### config.mk
export PLATFORM = sky130hd
export DESIGN_NAME = sap1_controller
export DESIGN_NICKNAME = d
export VERILOG_FILES = /design/src/rtl/sap1_pkg.sv /design/src/rtl/sap1_ring_counter.sv /design/src/rtl/sap1_controller.sv
export SDC_FILE = /design/constraint.sdc
export NUM_CORES = 1
export LEC_CHECK = 0
export ABC_AREA = 1
export BUFFER_PORTS_ARGS = -buffer_cell sky130_fd_sc_hd__buf_2
export CORE_AREA = 2 2 39 41
export DETAILED_ROUTE_END_ITERATION = 8
export DIE_AREA = 0 0 41 43
export GPL_TIMING_DRIVEN = 0
export MAX_ROUTING_LAYER = met4
export PLACE_DENSITY = 0.52
export SLEW_MARGIN = 0
export SYNTH_ARGS = -nofsm -noshare
export SYNTH_HDL_FRONTEND = slang
export SYNTH_SLANG_ARGS = --single-unit
### constraint.sdc
create_clock -name clk -period 3.7 [get_ports clk]
set_input_delay 0.74 -clock clk [delete_from_list [all_inputs] [get_ports clk]]
set_output_delay 0.74 -clock clk [all_outputs]
set_load 0.05 [all_outputs]
### src/rtl/sap1_pkg.sv
// sap1_pkg: shared opcodes, T-state encoding and control-word bit indices for SAP-1
package sap1_pkg;

    localparam logic [3:0] OP_LDA = 4'b0000;
    localparam logic [3:0] OP_ADD = 4'b0001;
    localparam logic [3:0] OP_SUB = 4'b0010;
    localparam logic [3:0] OP_OUT = 4'b1110;
    localparam logic [3:0] OP_HLT = 4'b1111;

    typedef enum logic [2:0] {
        T1 = 3'd0,
        T2 = 3'd1,
        T3 = 3'd2,
        T4 = 3'd3,
        T5 = 3'd4,
        T6 = 3'd5
    } t_state_e;

    localparam int CW_W = 12;

    typedef enum logic [3:0] {
        CW_PC_INC,
        CW_PC_EN,
        CW_MAR_LD,
        CW_RAM_EN,
        CW_IR_LD,
        CW_IR_EN,
        CW_A_LD,
        CW_A_EN,
        CW_B_LD,
        CW_ALU_EN,
        CW_ALU_SUB,
        CW_OUT_LD
    } cw_bit_e;

endpackage

### src/rtl/sap1_ring_counter.sv
// sap1_ring_counter: T1..T6 sequencer that wraps at T6 and holds while frozen
module sap1_ring_counter
    import sap1_pkg::*;
(
    input  logic       clk,
    input  logic       rst,
    input  logic       freeze,
    output logic [2:0] tstate
);

    t_state_e state;
    t_state_e state_next;

    assign tstate = state;

    // T-state register; reset always returns to T1
    always_ff @(posedge clk) begin
        if (rst) state <= T1;
        else     state <= state_next;
    end

    // advance one T-state per clock, wrapping T6 to T1, unless frozen
    always_comb begin
        state_next = state;
        if (!freeze) state_next = (state == T6) ? T1 : t_state_e'(state + 3'd1);
    end

endmodule

### src/rtl/sap1_controller.sv
// sap1_controller: SAP-1 fetch/execute control sequencer with HLT latch
module sap1_controller
    import sap1_pkg::*;
#(
    parameter int OPC_W = 4
) (
    input  logic             clk,
    input  logic             rst,
    input  logic [OPC_W-1:0] opcode,
    output logic             pc_inc,
    output logic             pc_en,
    output logic             mar_ld,
    output logic             ram_en,
    output logic             ir_ld,
    output logic             ir_en,
    output logic             a_ld,
    output logic             a_en,
    output logic             b_ld,
    output logic             alu_en,
    output logic             alu_sub,
    output logic             out_ld,
    output logic             halted,
    output logic [2:0]       tstate
);

    logic [CW_W-1:0] cw;
    logic            is_mem;
    logic            is_alu;

    sap1_ring_counter u_ring (
        .clk    (clk),
        .rst    (rst),
        .freeze (halted),
        .tstate (tstate)
    );

    // HLT latches on the edge ending T4; the counter moves to T5 on that same edge and then freezes
    always_ff @(posedge clk) begin
        if (rst)                                         halted <= 1'b0;
        else if (!halted && tstate == T4 && opcode == OP_HLT) halted <= 1'b1;
    end

    assign is_alu = (opcode == OP_ADD) || (opcode == OP_SUB);
    assign is_mem = is_alu || (opcode == OP_LDA);

    // control word decode from T-state and opcode; a halted machine drives nothing
    always_comb begin
        cw = '0;
        if (!halted) begin
            case (tstate)
                T1: begin
                    cw[CW_PC_EN]  = 1'b1;
                    cw[CW_MAR_LD] = 1'b1;
                end
                T2: cw[CW_PC_INC] = 1'b1;
                T3: begin
                    cw[CW_RAM_EN] = 1'b1;
                    cw[CW_IR_LD]  = 1'b1;
                end
                T4: begin
                    cw[CW_IR_EN]  = is_mem;
                    cw[CW_MAR_LD] = is_mem;
                    cw[CW_A_EN]   = (opcode == OP_OUT);
                    cw[CW_OUT_LD] = (opcode == OP_OUT);
                end
                T5: begin
                    cw[CW_RAM_EN] = is_mem;
                    cw[CW_A_LD]   = (opcode == OP_LDA);
                    cw[CW_B_LD]   = is_alu;
                end
                T6: begin
                    cw[CW_ALU_EN]  = is_alu;
                    cw[CW_A_LD]    = is_alu;
                    cw[CW_ALU_SUB] = (opcode == OP_SUB);
                end
                default: ;
            endcase
        end
    end

    assign pc_inc  = cw[CW_PC_INC];
    assign pc_en   = cw[CW_PC_EN];
    assign mar_ld  = cw[CW_MAR_LD];
    assign ram_en  = cw[CW_RAM_EN];
    assign ir_ld   = cw[CW_IR_LD];
    assign ir_en   = cw[CW_IR_EN];
    assign a_ld    = cw[CW_A_LD];
    assign a_en    = cw[CW_A_EN];
    assign b_ld    = cw[CW_B_LD];
    assign alu_en  = cw[CW_ALU_EN];
    assign alu_sub = cw[CW_ALU_SUB];
    assign out_ld  = cw[CW_OUT_LD];

endmodule

==> results.txt <==
H-Tree Depth -> 1
RSZ-0062 raised after global routing -> no
element type at the critical path start -> flop
Static Leak -> 0.310 nW
Setup TNS Final -> 0 ns
crit-path cells -> nand2_1 > inv_1 > ha_1 > nand2_1 > nor3b_1 > buf_4 > buf_2
Syn Inst Count -> 65
wire per inst -> 8.32 um
Placed Area -> 482 um2
min Tclk post-route -> 2.42 ns
Multi-input gate area -> 224 um2
most common cell after layout, fill and taps aside -> buf_2
type of the worst setup path -> flop to output port
Rows -> 14
Yosys warning count -> 0
Hold-fix buffers, CTS -> 0
CTS tree -> yes
fmax -> 412 MHz
CP endpoint kind -> output port
full die area -> 0.00176 mm2
antenna violations before repair -> 0
first-pass GRT wire length -> 1.31 mm
Max clock buf depth -> 2
post-synth cell types -> 16
Synth Area per Inst -> 5.49 um2
Final Skew -> 0.00292 ns
Final Hold Fails -> 0
crit share post-route -> 65.5%
sequential area share after synthesis -> 22.5%
DRC viols -> 0
sequential cell area -> 80.1 um2
CP Max Fanout -> 6
pin count of the biggest net entering global routing -> 10
Hold Crit Start -> halted$_SDFFE_PP0P_
first-pass detailed-route iteration total -> 2
Slew HR -> 82.1%
CTS resizes -> 0
Netlist Area Pre-Place -> 357 um2
Peak supply drop -> 0.138 mV
vias in the first global route -> 343
GRT overflow -> 0
Tot Pwr -> 0.000169 W
synthesized flop and latch total -> 4
DIE HEIGHT -> 43 um
crit path from -> u_ring.tstate[1]$_SDFFE_PP0N_
worst endpoint required time -> 2.96 ns
CTS buffer count -> 3
WL final -> 874 um
Post-DRT Antenna Nets -> 0
PortBufs -> 21
Final WS setup -> 1.28 ns
antenna diode count -> 0
gp weighted congestion -> 0.762
Hold Crit Class -> flop to flop
Syn Nets -> 72
Pwr Density -> 335 mW/mm2
CTS clk-pin slew, worst paths -> 0.04 ns
fin area -> 504 um2
core area -> 0.00138 mm2
vias -> 454
Pins Over Slew Limit -> 0
share of cells above drive strength 1 -> 34.8%
final setup fails -> 0
vias per cell -> 4.32
most frequent cells in the layout -> buf_2, nand2_1, nor2_1
r2r setup slk -> 2.58 ns
most used cell, CP -> nand2_1
fill count -> 172
R2R Path Start -> u_ring.tstate[2]$_SDFFE_PP0N_
post-detail-place hpwl -> 735 um
Die X -> 41 um
Starting Density -> 25.8%
Setup WS pre-CTS -> 1.29 ns
WP data arrival -> 1.68 ns
Worst-Margin Slew -> 0.269 ns
gr usage total -> 11.6%
number of max-cap violations -> 0
postcts setup bufs -> 0
clock latency on the worst-skew pair -> 0.23 ns
1st-iter DRT viols -> 3
total clock sinks -> 4
Layout area overhead -> 41.4%
CP max-delay cell -> dfxtp_1
clock tree root buffer cell -> clkbuf_4
CP peak stage delay -> 0.45 ns
outcome -> finished clean
Final nets -> 98
# IOs -> 22
logic make-up (layout without fill, tap and decap cells):
logic type                 Yosys count  after routing  share of synthesized area, %
and+or+nand+nor                     40             40                          49.1
buffers and inverters               13             37                          14.7
AOI/OAI and AO/OA                    7              7                          10.2
DFF                                  4              4                          22.5
adders and majority gates            1              1                          3.51
worst max-delay path: cells and delay by family (launching register included):
kind / cells / cell delay, ns
adder cells (fa/ha/maj): 1 / 0.15
flip-flops: 1 / 0.45
AND/OR/NAND/NOR: 3 / 0.41
buffers and inverters: 3 / 0.44
worst paths after layout:
kind | to | depth (start not counted)
worst max register to register | u_ring.tstate[2]$_SDFFE_PP0N_ | 5
worst max-delay path | out_ld | 7
worst min-delay path | u_ring.tstate[0]$_SDFFE_PP0N_ | 1
worst min register to register | u_ring.tstate[0]$_SDFFE_PP0N_ | 1
Yosys cell counts:
cell     number  share of area, %
a21oi_1       3               4.2
buf_4         1               2.1
dfxtp_1       4                22
ha_1          1               3.5
inv_1         9               9.5
inv_2         3               3.2
nand2_1      16                17
nand3_1       3               4.2
nand3_2       1               2.8
nor2_1       16                17
nor2_2        1               1.8
nor2_4        1               3.2
nor3_1        1               1.4
nor3b_1       1               2.1
o21ai_0       3               4.2
o22ai_1       1               1.8
where the power goes:
part | switching (W) | internal, W
Sequential | 0.00000430 | 0.0000459
Clock | 0.0000168 | 0.0000362
Combinational | 0.0000497 | 0.0000160
Total | 0.0000707 | 0.0000981
stage by stage:
step / hold slack (ns) / std cells / utilization [%]
global route: 0.605 / 105 / 36.4
floorplan: 0.758 / 65 / -
CTS: 0.576 / 105 / 36.4
detailed placement: 0.570 / 102 / 34.8
finish: 0.567 / 105 / 36.4
global placement: 0.562 / 102 / 34.8
flip-flops by register name, indices dropped and copies added (netlist names):
name,count
halted,1
u_ring.tstate,3
area by class of cell:
type / instances / area share (%)
Buffer: 1 / 1.49
Clock buffer: 3 / 4.47
Inverter: 12 / 8.93
Multi-Input combinational cell: 48 / 44.4
Sequential cell: 4 / 15.9
Tap cell: 16 / 3.97
Timing Repair Buffer: 21 / 20.8
routing by layer:
| metal | wire length (um) | GRT usage, % | vias to the layer above |
|---|---|---|---|
| met1 | 402 | 14.1 | 184 |
| li1 | - | - | 247 |
| met3 | 81 | 1.57 | 4 |
| met2 | 365 | 15.0 | 19 |
| met5 | 0 | - | - |
| met4 | 25 | 12.0 | 0 |
Note: power is estimated with default switching activity, not from simulation.
